[src/rtl/me_best_match_search.sv]
// Full-search motion-estimation controller: issues every (dx,dy) candidate of a
// +/-RANGE window in raster order and keeps the minimum SAE returned SAE_LAT cycles later.
module me_best_match_search #(
    parameter int RANGE   = 4,
    parameter int SAE_W   = 16,
    parameter int MV_W    = 8,
    parameter int SAE_LAT = 2
) (
    input  logic                   clk,
    input  logic                   rst,
    input  logic                   i_start,
    output logic                   o_busy,
    output logic                   o_cand_valid,
    output logic signed [MV_W-1:0] o_cand_dx,
    output logic signed [MV_W-1:0] o_cand_dy,
    input  logic [SAE_W-1:0]       i_sae_result,
    output logic [SAE_W-1:0]       o_best_sae,
    output logic signed [MV_W-1:0] o_best_dx,
    output logic signed [MV_W-1:0] o_best_dy,
    output logic                   o_done
);

    localparam logic signed [MV_W-1:0] R_POS = MV_W'(RANGE);
    localparam logic signed [MV_W-1:0] R_NEG = -R_POS;
    localparam logic signed [MV_W-1:0] ONE   = MV_W'(1);

    typedef enum logic [1:0] {
        IDLE  = 2'd0,
        ISSUE = 2'd1,
        DRAIN = 2'd2,
        DONE  = 2'd3
    } state_t;

    state_t state, state_nxt;

    logic signed [MV_W-1:0] dx_cnt, dy_cnt;
    logic                   issue, issue_last;

    // Delay line pairing each issued candidate with the SAE that comes back for it.
    logic                   p_valid [SAE_LAT];
    logic                   p_last  [SAE_LAT];
    logic signed [MV_W-1:0] p_dx    [SAE_LAT];
    logic signed [MV_W-1:0] p_dy    [SAE_LAT];

    logic                   have_min;
    logic [SAE_W-1:0]       run_sae;
    logic signed [MV_W-1:0] run_dx, run_dy;

    logic                   consume, take, drain_end;
    logic [SAE_W-1:0]       fin_sae;
    logic signed [MV_W-1:0] fin_dx, fin_dy;

    assign issue      = (state == ISSUE);
    assign issue_last = issue && (dx_cnt == R_POS) && (dy_cnt == R_POS);

    assign consume   = p_valid[SAE_LAT-1];
    // Strictly-smaller update keeps the earliest raster candidate on ties.
    assign take      = consume && (!have_min || (i_sae_result < run_sae));
    assign drain_end = (state == DRAIN) && consume && p_last[SAE_LAT-1];

    assign fin_sae = take ? i_sae_result     : run_sae;
    assign fin_dx  = take ? p_dx[SAE_LAT-1]  : run_dx;
    assign fin_dy  = take ? p_dy[SAE_LAT-1]  : run_dy;

    assign o_busy       = (state != IDLE);
    assign o_done       = (state == DONE);
    assign o_cand_valid = issue;
    assign o_cand_dx    = issue ? dx_cnt : '0;
    assign o_cand_dy    = issue ? dy_cnt : '0;

    always_comb begin
        state_nxt = state;
        case (state)
            IDLE:    if (i_start) state_nxt = ISSUE;
            ISSUE:   if (issue_last) state_nxt = DRAIN;
            DRAIN:   if (drain_end) state_nxt = DONE;
            DONE:    state_nxt = IDLE;
            default: state_nxt = IDLE;
        endcase
    end

    always_ff @(posedge clk) begin
        if (rst) state <= IDLE;
        else     state <= state_nxt;
    end

    always_ff @(posedge clk) begin
        if (rst) begin
            dx_cnt     <= '0;
            dy_cnt     <= '0;
            have_min   <= 1'b0;
            run_sae    <= '0;
            run_dx     <= '0;
            run_dy     <= '0;
            o_best_sae <= '0;
            o_best_dx  <= '0;
            o_best_dy  <= '0;
            for (int i = 0; i < SAE_LAT; i++) begin
                p_valid[i] <= 1'b0;
                p_last[i]  <= 1'b0;
                p_dx[i]    <= '0;
                p_dy[i]    <= '0;
            end
        end else begin
            if (state == IDLE && i_start) begin
                dx_cnt   <= R_NEG;
                dy_cnt   <= R_NEG;
                have_min <= 1'b0;
            end else if (issue) begin
                if (dx_cnt == R_POS) begin
                    dx_cnt <= R_NEG;
                    dy_cnt <= dy_cnt + ONE;
                end else begin
                    dx_cnt <= dx_cnt + ONE;
                end
            end

            p_valid[0] <= issue;
            p_last[0]  <= issue_last;
            p_dx[0]    <= dx_cnt;
            p_dy[0]    <= dy_cnt;
            for (int i = 1; i < SAE_LAT; i++) begin
                p_valid[i] <= p_valid[i-1];
                p_last[i]  <= p_last[i-1];
                p_dx[i]    <= p_dx[i-1];
                p_dy[i]    <= p_dy[i-1];
            end

            if (take) begin
                have_min <= 1'b1;
                run_sae  <= i_sae_result;
                run_dx   <= p_dx[SAE_LAT-1];
                run_dy   <= p_dy[SAE_LAT-1];
            end

            // Published result includes the final compare, so it is valid in the DONE cycle.
            if (drain_end) begin
                o_best_sae <= fin_sae;
                o_best_dx  <= fin_dx;
                o_best_dy  <= fin_dy;
            end
        end
    end

endmodule

[config.mk]
export PLATFORM = sky130hd
export DESIGN_NAME = me_best_match_search
export DESIGN_NICKNAME = d
export VERILOG_FILES = /design/src/rtl/me_best_match_search.sv
export SDC_FILE = /design/constraint.sdc
export NUM_CORES = 1
export LEC_CHECK = 0
export BUFFER_PORTS_ARGS = -buffer_cell sky130_fd_sc_hd__buf_2
export CELL_PAD_IN_SITES_DETAIL_PLACEMENT = 1
export CELL_PAD_IN_SITES_GLOBAL_PLACEMENT = 2
export CORE_ASPECT_RATIO = 1.5
export CORE_MARGIN = 2
export CORE_UTILIZATION = 38
export DETAILED_ROUTE_END_ITERATION = 8
export PLACE_DENSITY = 0.83
export SLEW_MARGIN = 20
export SYNTH_ARGS = -nofsm -noshare
export SYNTH_HDL_FRONTEND = slang
export SYNTH_SLANG_ARGS = --single-unit
[constraint.sdc]
create_clock -name clk -period 2.88 [get_ports clk]
set_input_delay 0.144 -clock clk [delete_from_list [all_inputs] [get_ports clk]]
set_output_delay 0.144 -clock clk [all_outputs]
set_load 0.01 [all_outputs]
Yosys cells after proc, flatten, opt, wreduce, memory -nomap -nowiden
Memory sizes are Yosys's and may differ from the RTL's.
Index checks and enable logic that the tools add are counted.
- register bits: 83
- RAM bits: 36
- bits of input ports: 19
- output and inout port bits: 51
- logic and storage cells: 80
- memories: 4
- add/sub/neg operators: 2
- order comparisons: 1
- equality and inequality tests: 8
- mux-type cells: 28
- bitwise logic cells: 8
- reduce and logical (&&, ||, !) cells: 17
- memories (name ; words ; bits a word ; rd ports ; clocked after memory_dff ; wr ports ; line ; source):
    p_dx ; 2 ; 8 ; 2 ; 0 ; 2 ; 42 ; logic signed [MV_W-1:0] p_dx [SAE_LAT];
    p_dy ; 2 ; 8 ; 2 ; 0 ; 2 ; 43 ; logic signed [MV_W-1:0] p_dy [SAE_LAT];
    p_last ; 2 ; 1 ; 2 ; 0 ; 2 ; 41 ; logic p_last [SAE_LAT];
    p_valid ; 2 ; 1 ; 2 ; 0 ; 2 ; 40 ; logic p_valid [SAE_LAT];
- operators with widths (operator ; count):
    2-to-1 mux 8 bit ; 14
    adder 8 x 2 -> 8 bit, second input constant ; 2
    equality test 8 x 4 -> 1 bit, second input constant ; 2
    < comparator 16 bit ; 1
    2-to-1 mux 16 bit ; 1
    2-to-1 mux 1 bit ; 9
    bitwise OR 1 bit ; 8
    case mux 2 bit (4 select lines) ; 1
    nonzero test 2 bit ; 4
    logical AND 1 bit ; 6
    2-to-1 mux 2 bit ; 3
    equality test 2 bit, second input constant ; 2
    != test 2 bit, second input constant ; 2
    AND reduction 2 bit ; 2
    AND reduction 3 bit ; 1
    equality test 2 x 1 -> 1 bit, second input constant ; 1
    logical NOT 2 bit ; 1
    != test 2 x 1 -> 1 bit, second input constant ; 1
    OR reduction 2 bit ; 1
    logical NOT 1 bit ; 1
    logical OR 1 bit ; 1

Longest topological paths before layout
Gate-level depths: netlist (run 1).
- word-level depth: 5
- gate-level depth with buffers: 10
- mapped depth without buffers: 8

Worst setup path before layout (run 1)
Ideal clock, no wire load.
- path type: flip-flop to flip-flop
- start point: register run_sae[6]
- end point: register o_best_sae[0]
- library setup time: 0.086 ns
- arrival: 1.859 ns
- required time: 2.794 ns
- path slack: 0.936 ns
- cell stages (with the launch flop): 11
- buffers on the path: 2
- period minus slack after synthesis: 1.944 ns
- cell sequence: dfxtp_1 inv_1 ha_1 a21o_1 a211oi_1 o21ai_1 a41o_1 buf_6 buf_12 mux2i_1 a211oi_1
- cells in the longest elaborated chain, start to end: 4
- ends and longest elaborated chain (element ; line ; source):
    start: declaration ; 46 ; logic [SAE_W-1:0] run_sae;
    start signal: assignment ; 131 ; run_sae <= i_sae_result;
    < comparator 16 bit ; 58 ; assign take = consume && (!have_min || (i_sae_result < run_sae));
    logical OR 1 bit ; 58 ;
    logical AND 1 bit ; 58 ;
    2-to-1 mux 16 bit ; -- ;
    end signal: assignment ; 138 ; o_best_sae <= fin_sae;
    end: declaration ; 17 ; output logic [SAE_W-1:0] o_best_sae,
No other way between the ends.
A chain may end at the register's enable or synchronous reset.

Final worst setup path (run 1)
- start point: register run_sae[6]
- end point: register o_best_sae[2]
Same word-level chain as after synthesis.

==> results of run 1 <==
## cell families after synthesis
kind of cell	count (synthesis)	synth area share, %
AOI/OAI and AO/OA	69	10.15
xor gates and xnor gates	12	2.261
adders and majority gates	24	6.459
buffers and inverters	55	5.651
DFF	119	51.24
muxes	35	7.562
and+or+nand+nor	161	16.68
## final timing paths
kind	endpoint	cells past startpoint	slack (ns)
hold / removal	run_sae[0]$_SDFF_PP0_	3	0.02
setup / recovery	o_best_sae[2]$_SDFFE_PP0P_	9	0.41
hold reg to reg	p_valid[0][1]$_SDFF_PP0_	1	0.44
setup reg to reg	o_best_sae[2]$_SDFFE_PP0P_	9	0.41
## report_power, final
part	internal, mW	switching (mW)
Clock	1.42	0.696
Combinational	0.297	0.403
Sequential	1.78	0.106
## metal layers
metal	GRT usage [%]	wire [microns]
met2	27.63	5160
met4	7.094	155
met5	0	0
met3	4.494	372
met1	18.43	4209
## worst min-delay path: stages
cell and delay, ns:
buf_2 0.08, mux2i_1 0.07, nor2_1 0.08
## per-stage QoR
step                power (mW)  hold slack (ns)
floorplan                2.426           0.3077
global placement         2.600           0.4185
detailed placement       2.629           0.4275
CTS                      4.763         0.009971
global route             4.947          0.01556
finish                   4.706          0.01710
## state kept, by name, indices dropped and copies added (netlist names)
| name | cells |
|---|---|
| p_last | 2 |
| run_dy | 8 |
| state | 2 |
| o_best_dy | 8 |
| p_dy | 16 |
| run_dx | 8 |
| o_best_sae | 16 |
| p_dx | 16 |
| dy_cnt | 8 |
| run_sae | 16 |
| have_min | 1 |
| dx_cnt | 8 |
| o_best_dx | 8 |
| p_valid | 2 |
## cell usage in the layout (no fill, tap or decap), types with 4 or more instances in the layout
cell	count
a211oi_1	34
a21oi_1	17
and2_1	16
buf_2	68
buf_4	7
clkbuf_16	17
clkinv_2	5
dfxtp_1	119
ha_1	24
inv_1	27
mux2i_1	34
nand2_1	14
nand3_1	4
nand4_1	4
nor2_1	76
nor2b_1	32
nor3_1	6
o21ai_0	5
xor2_1	9
## final cells by class
| cell class | count | area, sq um | area share [%] |
|---|---|---|---|
| well taps | 153 | 191.4 | 3.373 |
| repair buffers | 75 | 392.9 | 6.922 |
| multi-input cells | 301 | 2007 | 35.36 |
| clock inverters | 9 | 122.6 | 2.161 |
| inverters | 27 | 101.3 | 1.786 |
| clock buffers | 23 | 478.0 | 8.422 |
| flip-flops and latches | 119 | 2382 | 41.98 |
==> flow_summary.rst, run 1 <==
.. list-table::
   :header-rows: 1

   * - Metric
     - Value
   * - TritonCTS clock tree
     - built
   * - Largest cells by area after synthesis
     - dfxtp_1 (51%), mux2i_1 (7.3%), ha_1 (6.5%)
   * - Clock Root Buffer
     - clkbuf_16
   * - Worst-margin pin slew
     - about 0.79 ns
   * - Area grow syn2layout
     - 22.07%
   * - Final core area utilization
     - a little under half
   * - Worst-Skew Late Latency
     - slightly above 0.4 ns
   * - NumNets Final
     - around 580
   * - Max Cap Viol
     - 0
   * - Critical path cell sequence
     - inv_1, ha_1, a21o_1, a211oi_1, o21ai_1, a41o_2, buf_4, mux2i_1, a211oi_1
   * - Wire length of the first global-routing pass
     - around 17,000 microns
   * - Final setup violation count
     - 0
   * - Critical Path Source
     - run_sae[6]$_SDFF_PP0_
   * - Dominant delay contributor by cell family on the critical path
     - compound AO/OA/AOI/OAI gates
   * - Post-route clock skew
     - ~0.005 ns
   * - Pre-CTS setup slack
     - 0.3393 ns
   * - Antenna violations before repair
     - 0
   * - Cells after Synth
     - 475
   * - Residual DRC count
     - 0
   * - Type of the worst setup path
     - flop to flop
   * - Maximum vdd drop
     - roughly 400 uV
   * - Post-synth EDFFs
     - 0
   * - Number of levels the H-tree was split into
     - 4
   * - Worst flop-to-flop path startpoint
     - run_sae[6]$_SDFF_PP0_
   * - Final-layout setup total negative slack
     - 0 ns
   * - Clock sink count
     - approximately 120
   * - Synthesized net count
     - about 520
   * - Pins over their slew limit
     - 0
   * - Area fraction of the dominant cell type after synthesis
     - between 50% and 60%
   * - Required time of the critical path
     - ~3.1 ns
   * - Worst hold start
     - i_sae_result[0]
   * - Post-synth top cells
     - dfxtp_1 (119), nor2_1 (76), a211oi_1 (34), mux2i_1 (34), nor2b_1 (32)
   * - Post-Synthesis Mean Instance Area
     - approximately 9.8 sq um
   * - Sequential area share after synthesis
     - approximately half
   * - Total gr overflow
     - 0
   * - Per-cell routed wire length
     - between 10 and 15 microns
   * - Cell area reported after detailed placement
     - 5075 sq um
   * - Worst Path Arrival
     - roughly 2.7 ns
   * - Final design instance area without fill
     - 5675 sq um
   * - Share of final-layout standard cells stronger than drive strength 1
     - about a fifth
   * - Worst path slowest cell
     - a41o_2
   * - Number of ports placed on the die boundary
     - 70
   * - Least setup slack across all paths after layout
     - 0.4070 ns
   * - Die X-Extent
     - between 90 and 100 microns
   * - Post-CTS setup buffers
     - 0
   * - Placed Cells incl. Taps
     - ~680
   * - Worst path max stage delay
     - around 0.42 ns
   * - Pre-Repair DR Iteration Count
     - 4
   * - Worst Path Buf+Inv
     - 2
   * - Clock slew at reported path FFs
     - 0.05 ns
   * - Gp weighted congestion
     - approximately 0.8
   * - Worst-path fanout max
     - 16
   * - Initial cell density of the core
     - a little under 40%
   * - Core Region
     - approximately 12,000 sq um
   * - Die ar.
     - 13,150 sq um
   * - Most common flop cell mapped by yosys
     - dfxtp_1
   * - Tightest slew margin relative to the limit
     - approximately 47%
   * - Crit. End Element
     - flop
   * - Highest clock frequency the design can meet
     - approximately 400 MHz
   * - Synthesized area
     - between 4000 and 5000 sq um
   * - DRC marker count from the first detailed-route iteration
     - 74
   * - Seq cells post-synth
     - ~120
   * - Final worst path period need
     - ~2.5 ns
   * - Nature of the critical path startpoint
     - flop
   * - Final period util
     - a little under nine tenths
   * - Cells resized by post-CTS repair
     - 0
   * - Total power per unit cell area
     - 829.1 nW/um^2
   * - Total clock buffers created by CTS
     - 17
   * - Unique cell type count in the Yosys netlist
     - 38
   * - Hold WC Path Type
     - input pin to flop
   * - Post-route non-filler standard cell count
     - 707
   * - Count of antenna-violating nets left after detailed routing
     - 0
   * - Clock Tree Buf Depth
     - 2
   * - Most common cell type on the critical path
     - a211oi_1
   * - Most common cell in the netlist
     - dfxtp_1
   * - Static power due to leakage
     - between 2 and 3 nW
   * - PortBufs
     - just under 70
   * - Vias in the first global route
     - 3,497
   * - Quantity of hold-fixing buffers added after cts
     - 0
   * - Total vias in the final route
     - around 3,400
   * - DIE HEIGHT
     - 139.5 microns
   * - Setup repair after global routing missed its margin
     - false
   * - WL final
     - ~9900 microns
   * - Count of endpoints failing hold in the final timing report
     - 0
   * - Antenna Diode Count
     - 0
   * - Biggest area consumer among synthesized cells
     - dfxtp_1
   * - Post-DP HPWL
     - ~6800 microns
   * - Fillers
     - 1,387
   * - Detail-routed via count per cell
     - about 4.9
   * - Total track usage
     - approximately 16%
   * - Maximum number of pins on one net before global-route repair
     - 80
   * - Rows
     - 49
   * - Fraction of registers with async set or reset after synthesis
     - 0%
   * - Count of synthesis-stage warnings from yosys
     - 0
   * - Outcome
     - completed
Power figures use the tool's default switching activity.
==> inputs of run 2 (changes only) <==
--- a/config.mk
+++ b/config.mk
@@ -5,14 +5,16 @@
 export SDC_FILE = /design/constraint.sdc
 export NUM_CORES = 1
 export LEC_CHECK = 0
+export ABC_AREA = 1
 export BUFFER_PORTS_ARGS = -buffer_cell sky130_fd_sc_hd__buf_2
 export CELL_PAD_IN_SITES_DETAIL_PLACEMENT = 1
 export CELL_PAD_IN_SITES_GLOBAL_PLACEMENT = 2
 export CORE_ASPECT_RATIO = 1.5
 export CORE_MARGIN = 2
-export CORE_UTILIZATION = 38
+export CORE_UTILIZATION = 36
 export DETAILED_ROUTE_END_ITERATION = 8
-export PLACE_DENSITY = 0.83
+export PLACE_DENSITY = 0.84
+export SKIP_LAST_GASP = 1
 export SLEW_MARGIN = 20
 export SYNTH_ARGS = -nofsm -noshare
 export SYNTH_HDL_FRONTEND = slang
==> run 2 against run 1 <==
  * Die area up 15%
  * Area after synthesis up 9.5%
  * Total power up 5.5%
  * Register-to-register slack better by 0.18 ns
  * Largest power group unchanged
  * Cell area up 9.2%
==> flow_summary.rst, run 2 <==
.. list-table::
   :header-rows: 1

   * - Metric
     - Value
   * - Largest cells by area after synthesis
     - dfxtp_1 (47%), inv_1 (8.4%), nand3_1 (7.4%)
   * - Hold WC Path Type
     - input pin to flop
   * - Maximum vdd drop
     - 344.6 uV (-14%)
   * - Cell depth of the worst hold path
     - 2 (-1)
   * - Count of antenna-violating nets left after detailed routing
     - 0 (unchanged)
   * - Total track usage
     - 18.05% (+1.9 points)
   * - Worst flop-to-flop path startpoint
     - run_sae[5]$_SDFF_PP0_
   * - Die ar.
     - 15,130 sq um (+15%)
   * - Vias in the first global route
     - 4,621 (+32%)
   * - Wire length of the first global-routing pass
     - 21,630 microns (+30%)
   * - Unique cell type count in the Yosys netlist
     - 32 (-16%)
   * - Pins over their slew limit
     - 0 (unchanged)
   * - Type of the worst setup path
     - flop to flop
   * - Share of final-layout standard cells stronger than drive strength 1
     - 18.96% (-0.72 points)
   * - Required time of the critical path
     - 3.18 ns (+0.05 ns)
   * - Gp weighted congestion
     - 0.8157 (+2.4%)
   * - Count of synthesis-stage warnings from yosys
     - 0 (unchanged)
   * - Post-route clock skew
     - 0.01074 ns (+0.005704 ns)
   * - Pre-Repair DR Iteration Count
     - 4 (unchanged)
   * - Worst hold start
     - rst
   * - Max Cap Viol
     - 0 (unchanged)
   * - Worst path slowest cell
     - dfxtp_1
   * - Nature of the critical path startpoint
     - flop
   * - Antenna Diode Count
     - 0 (unchanged)
   * - Most common cell type on the critical path
     - nand2_1
   * - Post-CTS setup buffers
     - 0 (unchanged)
   * - Worst-path fanout max
     - 33 (+17)
   * - Cells after Synth
     - 651 (+37%)
   * - Tightest slew margin relative to the limit
     - 52.30% (+5.3 points)
   * - Fraction of registers with async set or reset after synthesis
     - 0% (unchanged)
   * - Total clock buffers created by CTS
     - 17 (unchanged)
   * - Clock Root Buffer
     - clkbuf_16
   * - FF-to-FF End
     - o_best_dx[6]$_SDFFE_PP0P_
   * - Number of ports placed on the die boundary
     - 70 (unchanged)
   * - Most common flop cell mapped by yosys
     - dfxtp_1
   * - Clock slew at reported path FFs
     - 0.06 ns (about the same)
   * - Min Hold Slack
     - 0.04434 ns (+0.02725 ns)
   * - Count of endpoints failing hold in the final timing report
     - 0 (unchanged)
   * - Post-synth top cells
     - dfxtp_1 (119), inv_1 (114), nand2_1 (95)
   * - Maximum number of pins on one net before global-route repair
     - 70 (-13%)
   * - Most frequent standard cell in the layout excluding fill and tap cells
     - dfxtp_1
   * - Setup repair after global routing missed its margin
     - false
   * - Core Region
     - 13,930 sq um (+16%)
   * - Rows
     - 53 (+8.2%)
   * - Outcome
     - completed
   * - WL final
     - 12,870 microns (+30%)
   * - Crit. End Element
     - flop
   * - Per-cell routed wire length
     - 14.41 microns (+2.9%)
   * - Synthesized net count
     - 694 (+34%)
   * - Worst-margin pin slew
     - 0.7110 ns (-0.08357 ns)
   * - DIE HEIGHT
     - 149.7 microns (+7.3%)
   * - Most common cell in the netlist
     - dfxtp_1
   * - Die X-Extent
     - 101.1 microns (+7.2%)
   * - Most frequent cells in the layout
     - dfxtp_1 (119), inv_1 (114), nand2_1 (95), nand3_1 (75), buf_2 (69)
   * - Final core area utilization
     - 44.49% (-3.0 points)
   * - Area grow syn2layout
     - 21.67%
   * - Antenna violations before repair
     - 0 (unchanged)
   * - Worst-Skew Late Latency
     - 0.41 ns (about the same)
   * - Critical path cell sequence
     - inv_1, ha_1, a21oi_1, nor2_1, nor3_1, nand2_1, nand2_1, nand2_2, nand2_4, nand2_4, nand2_1, nand3_1, nand2_1, inv_1
   * - NumNets Final
     - 758 (+30%)
   * - Seq cells post-synth
     - 119 (unchanged)
   * - Biggest area consumer among synthesized cells
     - dfxtp_1
   * - Total gr overflow
     - 0 (unchanged)
   * - Number of levels the H-tree was split into
     - 4 (unchanged)
   * - Final-layout setup total negative slack
     - 0 ns (unchanged)
   * - Clock sink count
     - 119 (unchanged)
   * - Cells resized by post-CTS repair
     - 0 (unchanged)
   * - Final worst path period need
     - 2.293 ns (-0.1798 ns)
   * - Residual DRC count
     - 0 (unchanged)
   * - Hold worst-path end
     - p_dy[0][6]$_SDFF_PP0_
   * - Detail-routed via count per cell
     - 4.842 (-0.57%)
   * - Quantity of hold-fixing buffers added after cts
     - 0 (unchanged)
   * - Final period util
     - 79.63% (-6.2 points)
   * - Total power per unit cell area
     - 801.3 nW/um^2 (-3.4%)
   * - Synthesized area
     - 5092 sq um (+9.5%)
   * - Total vias in the final route
     - 4,324 (+26%)
   * - Highest clock frequency the design can meet
     - 436.1 MHz (+7.8%)
   * - TritonCTS clock tree
     - built
   * - Initial cell density of the core
     - 36.57% (-2.3 points)
   * - Post-DP HPWL
     - 8795 microns (+30%)
   * - Post-synth EDFFs
     - 0 (unchanged)
   * - Setup slack of the worst register-to-register path
     - 0.59 ns (+0.18 ns)
   * - Clock Tree Buf Depth
     - 2 (unchanged)
   * - Final setup violation count
     - 0 (unchanged)
   * - Worst Path Arrival
     - 2.59 ns (-0.13 ns)
   * - Static power due to leakage
     - 2.955 nW (+16%)
   * - DRC marker count from the first detailed-route iteration
     - 141 (+91%)
   * - Worst path max stage delay
     - 0.33 ns (-0.09 ns)
   * - Depth of the most critical reg-to-reg path
     - 14 (+5)
   * - Post-Synthesis Mean Instance Area
     - 7.822 sq um (-20%)
   * - PortBufs
     - 69 (unchanged)
   * - Sequential area share after synthesis
     - 46.78% (-4.5 points)
   * - Area fraction of the dominant cell type after synthesis
     - 46.78% (-4.5 points)
-- run 2: changes by cell type after synthesis, sizes merged, moves of 11 or more --
cell	previous run	this run
nor2b	32	0
nand3	4	76
buf	4	15
a21oi	17	43
a211oi	34	1
o21a	1	32
inv	27	116
nand2	14	118
nor2	76	51
mux2i	34	0
and2	16	0
-- run 2: report_power, final --
part	internal (mW)	switching [mW]	total [mW]
Sequential	1.80	0.105	1.90
Clock	1.55	0.751	2.30
Combinational	0.248	0.518	0.766
-- run 2: logic make-up after synthesis --
family,Yosys count,synth area share (%)
AO/OA/AOI/OAI,94,11.23
XOR/XNOR,6,1.032
adder cells (fa/ha/maj),24,5.897
buffers and inverters,147,11.57
flip-flops,119,46.78
AND/OR/NAND/NOR,261,23.49
-- run 2: how the worst max path moves through the flow --
stage	startpoint	to	slack (ns)	depth (start not counted)
finish	run_sae[5]$_SDFF_PP0_	o_best_dx[6]$_SDFFE_PP0P_	0.59	14
global route	run_sae[5]$_SDFF_PP0_	o_best_dx[6]$_SDFFE_PP0P_	0.41	14
CTS	run_sae[13]$_SDFF_PP0_	o_best_dx[6]$_SDFFE_PP0P_	0.56	12
detailed placement	run_sae[13]$_SDFF_PP0_	o_best_sae[5]$_SDFFE_PP0P_	0.61	12
global placement	run_sae[13]$_SDFF_PP0_	o_best_dy[7]$_SDFFE_PP0P_	0.69	12
floorplan	run_sae[5]$_SDFF_PP0_	o_best_sae[10]$_SDFFE_PP0P_	1.19	15
-- run 2: critical path, delay by kind of cell, from the launching register on --
| family | cells | cell delay, ns |
|---|---|---|
| compound gates | 1 | 0.17 |
| fa+ha+maj | 1 | 0.29 |
| buf+inv | 2 | 0.08 |
| flops | 1 | 0.33 |
| simple gates | 10 | 1.26 |
-- run 2: through the flow --
step | power (mW) | cells | setup slack [ns] | cell area (sq um)
floorplan | 2.451 | 651 | 1.187 | 5092
global placement | 2.664 | 861 | 0.6860 | 5552
detailed placement | 2.702 | 861 | 0.6094 | 5552
CTS | 5.026 | 893 | 0.5644 | 6196
global route | 5.219 | 893 | 0.4119 | 6196
finish | 4.965 | 893 | 0.5868 | 6196
-- run 2: layer usage --
| layer | vias up | wire length, microns | global-route usage, % |
|---|---|---|---|
| met5 | - | 0 | 0 |
| met3 | 13 | 367 | 3.223 |
| li1 | 2181 | - | - |
| met1 | 2059 | 5360 | 20.11 |
| met2 | 71 | 6963 | 33.25 |
| met4 | 0 | 175 | 7.162 |
-- run 2: area by class of cell --
class / count / area [sq um]
well taps: 165 / 206.4
fillers: 1726 / 7730
flip-flops and latches: 119 / 2382
clock buffers: 18 / 439.2
multi-input cells: 385 / 2121
inverters: 117 / 439.2
clock inverters: 14 / 205.2
repair buffers: 75 / 402.9
==> inputs of run 3 (changes only) <==
--- a/config.mk
+++ b/config.mk
@@ -11,9 +11,9 @@
 export CELL_PAD_IN_SITES_GLOBAL_PLACEMENT = 2
 export CORE_ASPECT_RATIO = 1.5
 export CORE_MARGIN = 2
-export CORE_UTILIZATION = 36
+export CORE_UTILIZATION = 30
 export DETAILED_ROUTE_END_ITERATION = 8
-export PLACE_DENSITY = 0.84
+export PLACE_DENSITY = 0.74
 export SKIP_LAST_GASP = 1
 export SLEW_MARGIN = 20
 export SYNTH_ARGS = -nofsm -noshare
==> constraint.sdc (replaced) <==
create_clock -name clk -period 1.85 [get_ports clk]
set_input_delay 0.0925 -clock clk [delete_from_list [all_inputs] [get_ports clk]]
set_output_delay 0.0925 -clock clk [all_outputs]
set_load 0.01 [all_outputs]
==> run 3 against run 2 <==
  * The run now ends with negative setup slack left
  * Clock power rose by 53%
  * Non-clock buffer count rose by 40
  * Via count rose by 5.5%
  * Utilization rose by 0.73 points
  * Fmax rose by 14%
  * Worst setup slack got worse by 0.75 ns
  * Total power rose by 65%
  * Register-to-register slack got worse by 0.75 ns
  * Global-route usage fell by 1.4 points
  * Die area rose by 19%
  * Flip-flop and latch count did not move
  * Sequential power rose by 56%
  * Critical endpoint is now o_best_dx[2]$_SDFFE_PP0P_
  * Highest routed layer unchanged
==> flow_summary.rst, run 3 (synthesis results as in run 2) <==
.. list-table::
   :header-rows: 1

   * - Metric
     - Value
   * - Min Hold Slack
     - 0.02084 ns (-0.02351 ns)
   * - Type of the worst setup path
     - flop to flop
   * - PortBufs
     - 69 (unchanged)
   * - Worst path slowest cell
     - dfxtp_2
   * - TritonCTS clock tree
     - built
   * - Setup repair after global routing missed its margin
     - true
   * - Pins over their slew limit
     - 0 (unchanged)
   * - Clock sink count
     - 119 (unchanged)
   * - Clock slew at reported path FFs
     - 0.05 ns (about the same)
   * - Detail-routed via count per cell
     - 4.666 (-3.6%)
   * - Clock Root Buffer
     - clkbuf_16
   * - Worst-Skew Late Latency
     - 0.41 ns (about the same)
   * - Static power due to leakage
     - 3.315 nW (+12%)
   * - Final period util
     - 108.8% (+29 points)
   * - Die ar.
     - 18,050 sq um (+19%)
   * - Count of antenna-violating nets left after detailed routing
     - 0 (unchanged)
   * - Core Region
     - 16,690 sq um (+20%)
   * - Clock Tree Buf Depth
     - 2 (unchanged)
   * - Die X-Extent
     - 110.4 microns (+9.2%)
   * - Number of levels the H-tree was split into
     - 4 (unchanged)
   * - Total vias in the final route
     - 4,563 (+5.5%)
   * - Wire length of the first global-routing pass
     - 23,250 microns (+7.5%)
   * - Post-route clock skew
     - 0.01231 ns (+0.001574 ns)
   * - Antenna violations before repair
     - 0 (unchanged)
   * - Maximum number of pins on one net before global-route repair
     - 50 (-29%)
   * - Area grow syn2layout
     - 48.23%
   * - Pre-Repair DR Iteration Count
     - 4 (unchanged)
   * - Rows
     - 58 (+9.4%)
   * - Failing checks
     - negative setup slack
   * - Least setup slack across all paths after layout
     - -0.1630 ns (-0.7498 ns)
   * - Total Power Consumption
     - 8.180 mW (+65%)
   * - Share of final-layout standard cells stronger than drive strength 1
     - 41.02% (+22 points)
   * - Tightest slew margin relative to the limit
     - 51.84% (-0.47 points)
   * - Most frequent cells in the layout
     - dfxtp_1 (107), inv_1 (100), buf_2 (69), nand2_1 (66), nor2_1 (45)
   * - Post-route non-filler standard cell count
     - 978 (+9.5%)
   * - Worst Path Buf+Inv
     - 3 (+1)
   * - Crit. End Element
     - flop
   * - Final setup violation count
     - 65 (+65)
   * - Pre-CTS setup slack
     - -0.08957 ns (-0.6990 ns)
   * - Final core area utilization
     - 45.22% (+0.73 points)
   * - Total gr overflow
     - 0 (unchanged)
   * - Final worst path period need
     - 2.013 ns (-0.2802 ns)
   * - Count of endpoints failing hold in the final timing report
     - 0 (unchanged)
   * - Outcome
     - complete, but fails checks
   * - Maximum vdd drop
     - 730.3 uV (+110%)
   * - Total power per unit cell area
     - 1084 nW/um^2 (+35%)
   * - Dominant delay contributor by cell family on the critical path
     - compound AO/OA/AOI/OAI gates
   * - Worst path max stage delay
     - 0.34 ns (about the same)
   * - Per-cell routed wire length
     - 15.49 microns (+7.5%)
   * - NumNets Final
     - 798 (+5.3%)
   * - Highest clock frequency the design can meet
     - 496.8 MHz (+14%)
   * - Nature of the critical path startpoint
     - flop
   * - Total clock buffers created by CTS
     - 17 (unchanged)
   * - Total track usage
     - 16.64% (-1.4 points)
   * - Gp weighted congestion
     - 0.8005 (-1.9%)
   * - Placed Cells incl. Taps
     - 924 (+7.3%)
   * - Hold WC Path Type
     - input pin to flop
   * - Residual DRC count
     - 0 (unchanged)
   * - Worst-path fanout max
     - 6 (-82%)
   * - Initial cell density of the core
     - 30.51% (-6.1 points)
   * - Fillers
     - 1,944 (+13%)
   * - Max Cap Viol
     - 0 (unchanged)
   * - DIE HEIGHT
     - 163.6 microns (+9.3%)
   * - Required time of the critical path
     - 2.16 ns (-1.02 ns)
   * - Worst Path Arrival
     - 2.32 ns (-0.27 ns)
   * - Vias in the first global route
     - 4,850 (+5.0%)
   * - Critical path cell sequence
     - inv_2, ha_4, a21oi_1, o21ai_2, a21oi_4, nand2_4, nand2_8, nand2_8, clkbuf_16, nand2_4, nand3_2, nand2_1, inv_1
   * - Post-DP HPWL
     - 9575 microns (+8.9%)
   * - DRC marker count from the first detailed-route iteration
     - 185 (+31%)
   * - Antenna Diode Count
     - 0 (unchanged)
   * - Number of ports placed on the die boundary
     - 70 (unchanged)
   * - Worst-margin pin slew
     - 0.7225 ns (+0.01143 ns)
   * - Most frequent standard cell in the layout excluding fill and tap cells
     - dfxtp_1
   * - WL final
     - 15,150 microns (+18%)
==> run 3: final cells by class <==
type	count	area (sq um)	share of cell area, %
clock buffers	20	456.7	6.050
clock inverters	12	173.9	2.304
inverters	117	444.2	5.884
multi-input cells	385	2949	39.07
flip-flops and latches	119	2397	31.76
well taps	210	262.8	3.481
repair buffers	115	864.6	11.45
==> run 3: layer usage <==
layer | GRT usage (%) | up-vias | wire length [microns]
met5 | 0 | - | 0
met4 | 6.705 | 0 | 283
met3 | 3.831 | 18 | 379
met2 | 30.42 | 70 | 8426
met1 | 18.05 | 2209 | 6056
li1 | - | 2266 | -
==> run 3: worst reg2reg max path: stages (launching register included) <==
cell	delay, ns
dfxtp_2	0.34
inv_2	0.05
ha_4	0.23
a21oi_1	0.26
o21ai_2	0.12
a21oi_4	0.16
nand2_4	0.09
nand2_8	0.13
nand2_8	0.10
clkbuf_16	0.21
nand2_4	0.07
nand3_2	0.06
nand2_1	0.07
inv_1	0.03
==> run 3: final timing paths <==
path	to	slack, ns	cells past startpoint	start
worst max register to register	o_best_dx[2]$_SDFFE_PP0P_	-0.16	13	run_sae[15]$_SDFF_PP0_
worst max-delay path	o_best_dx[2]$_SDFFE_PP0P_	-0.16	13	run_sae[15]$_SDFF_PP0_
worst min-delay path	run_sae[1]$_SDFF_PP0_	0.02	3	i_sae_result[1]
worst min register to register	p_dx[0][8]$_SDFF_PP0_	0.41	2	p_dx[0][0]$_SDFF_PP0_
==> run 3: report_power, final <==
group | leakage [nW] | internal [mW] | switching, mW | total, mW
registers | 0.972 | 2.80 | 0.159 | 2.96
logic | 2.05 | 0.663 | 1.05 | 1.71
clock network | 0.298 | 2.32 | 1.18 | 3.51
total | 3.32 | 5.79 | 2.39 | 8.18
==> run 3: through the flow <==
step,TNS [ns],area (sq um)
after floorplan,0,5092
after global placement,-0.8506,5793
after detailed placement,-1.810,5793
after CTS,-1.930,6710
after global routing,-10.38,7548
final,-6.834,7548
==> run 3: repair_timing <==
| action | in CTS | in global routing |
|---|---|---|
| pin swaps | 9 | 46 |
| resized for setup | 38 | 170 |
| hold buffers | 10 | 1 |
| gates cloned | 0 | 3 |
| setup endpoints to repair | 65 | 81 |
| setup buffers | 3 | 5 |
| hold endpoints to repair | 10 | 1 |
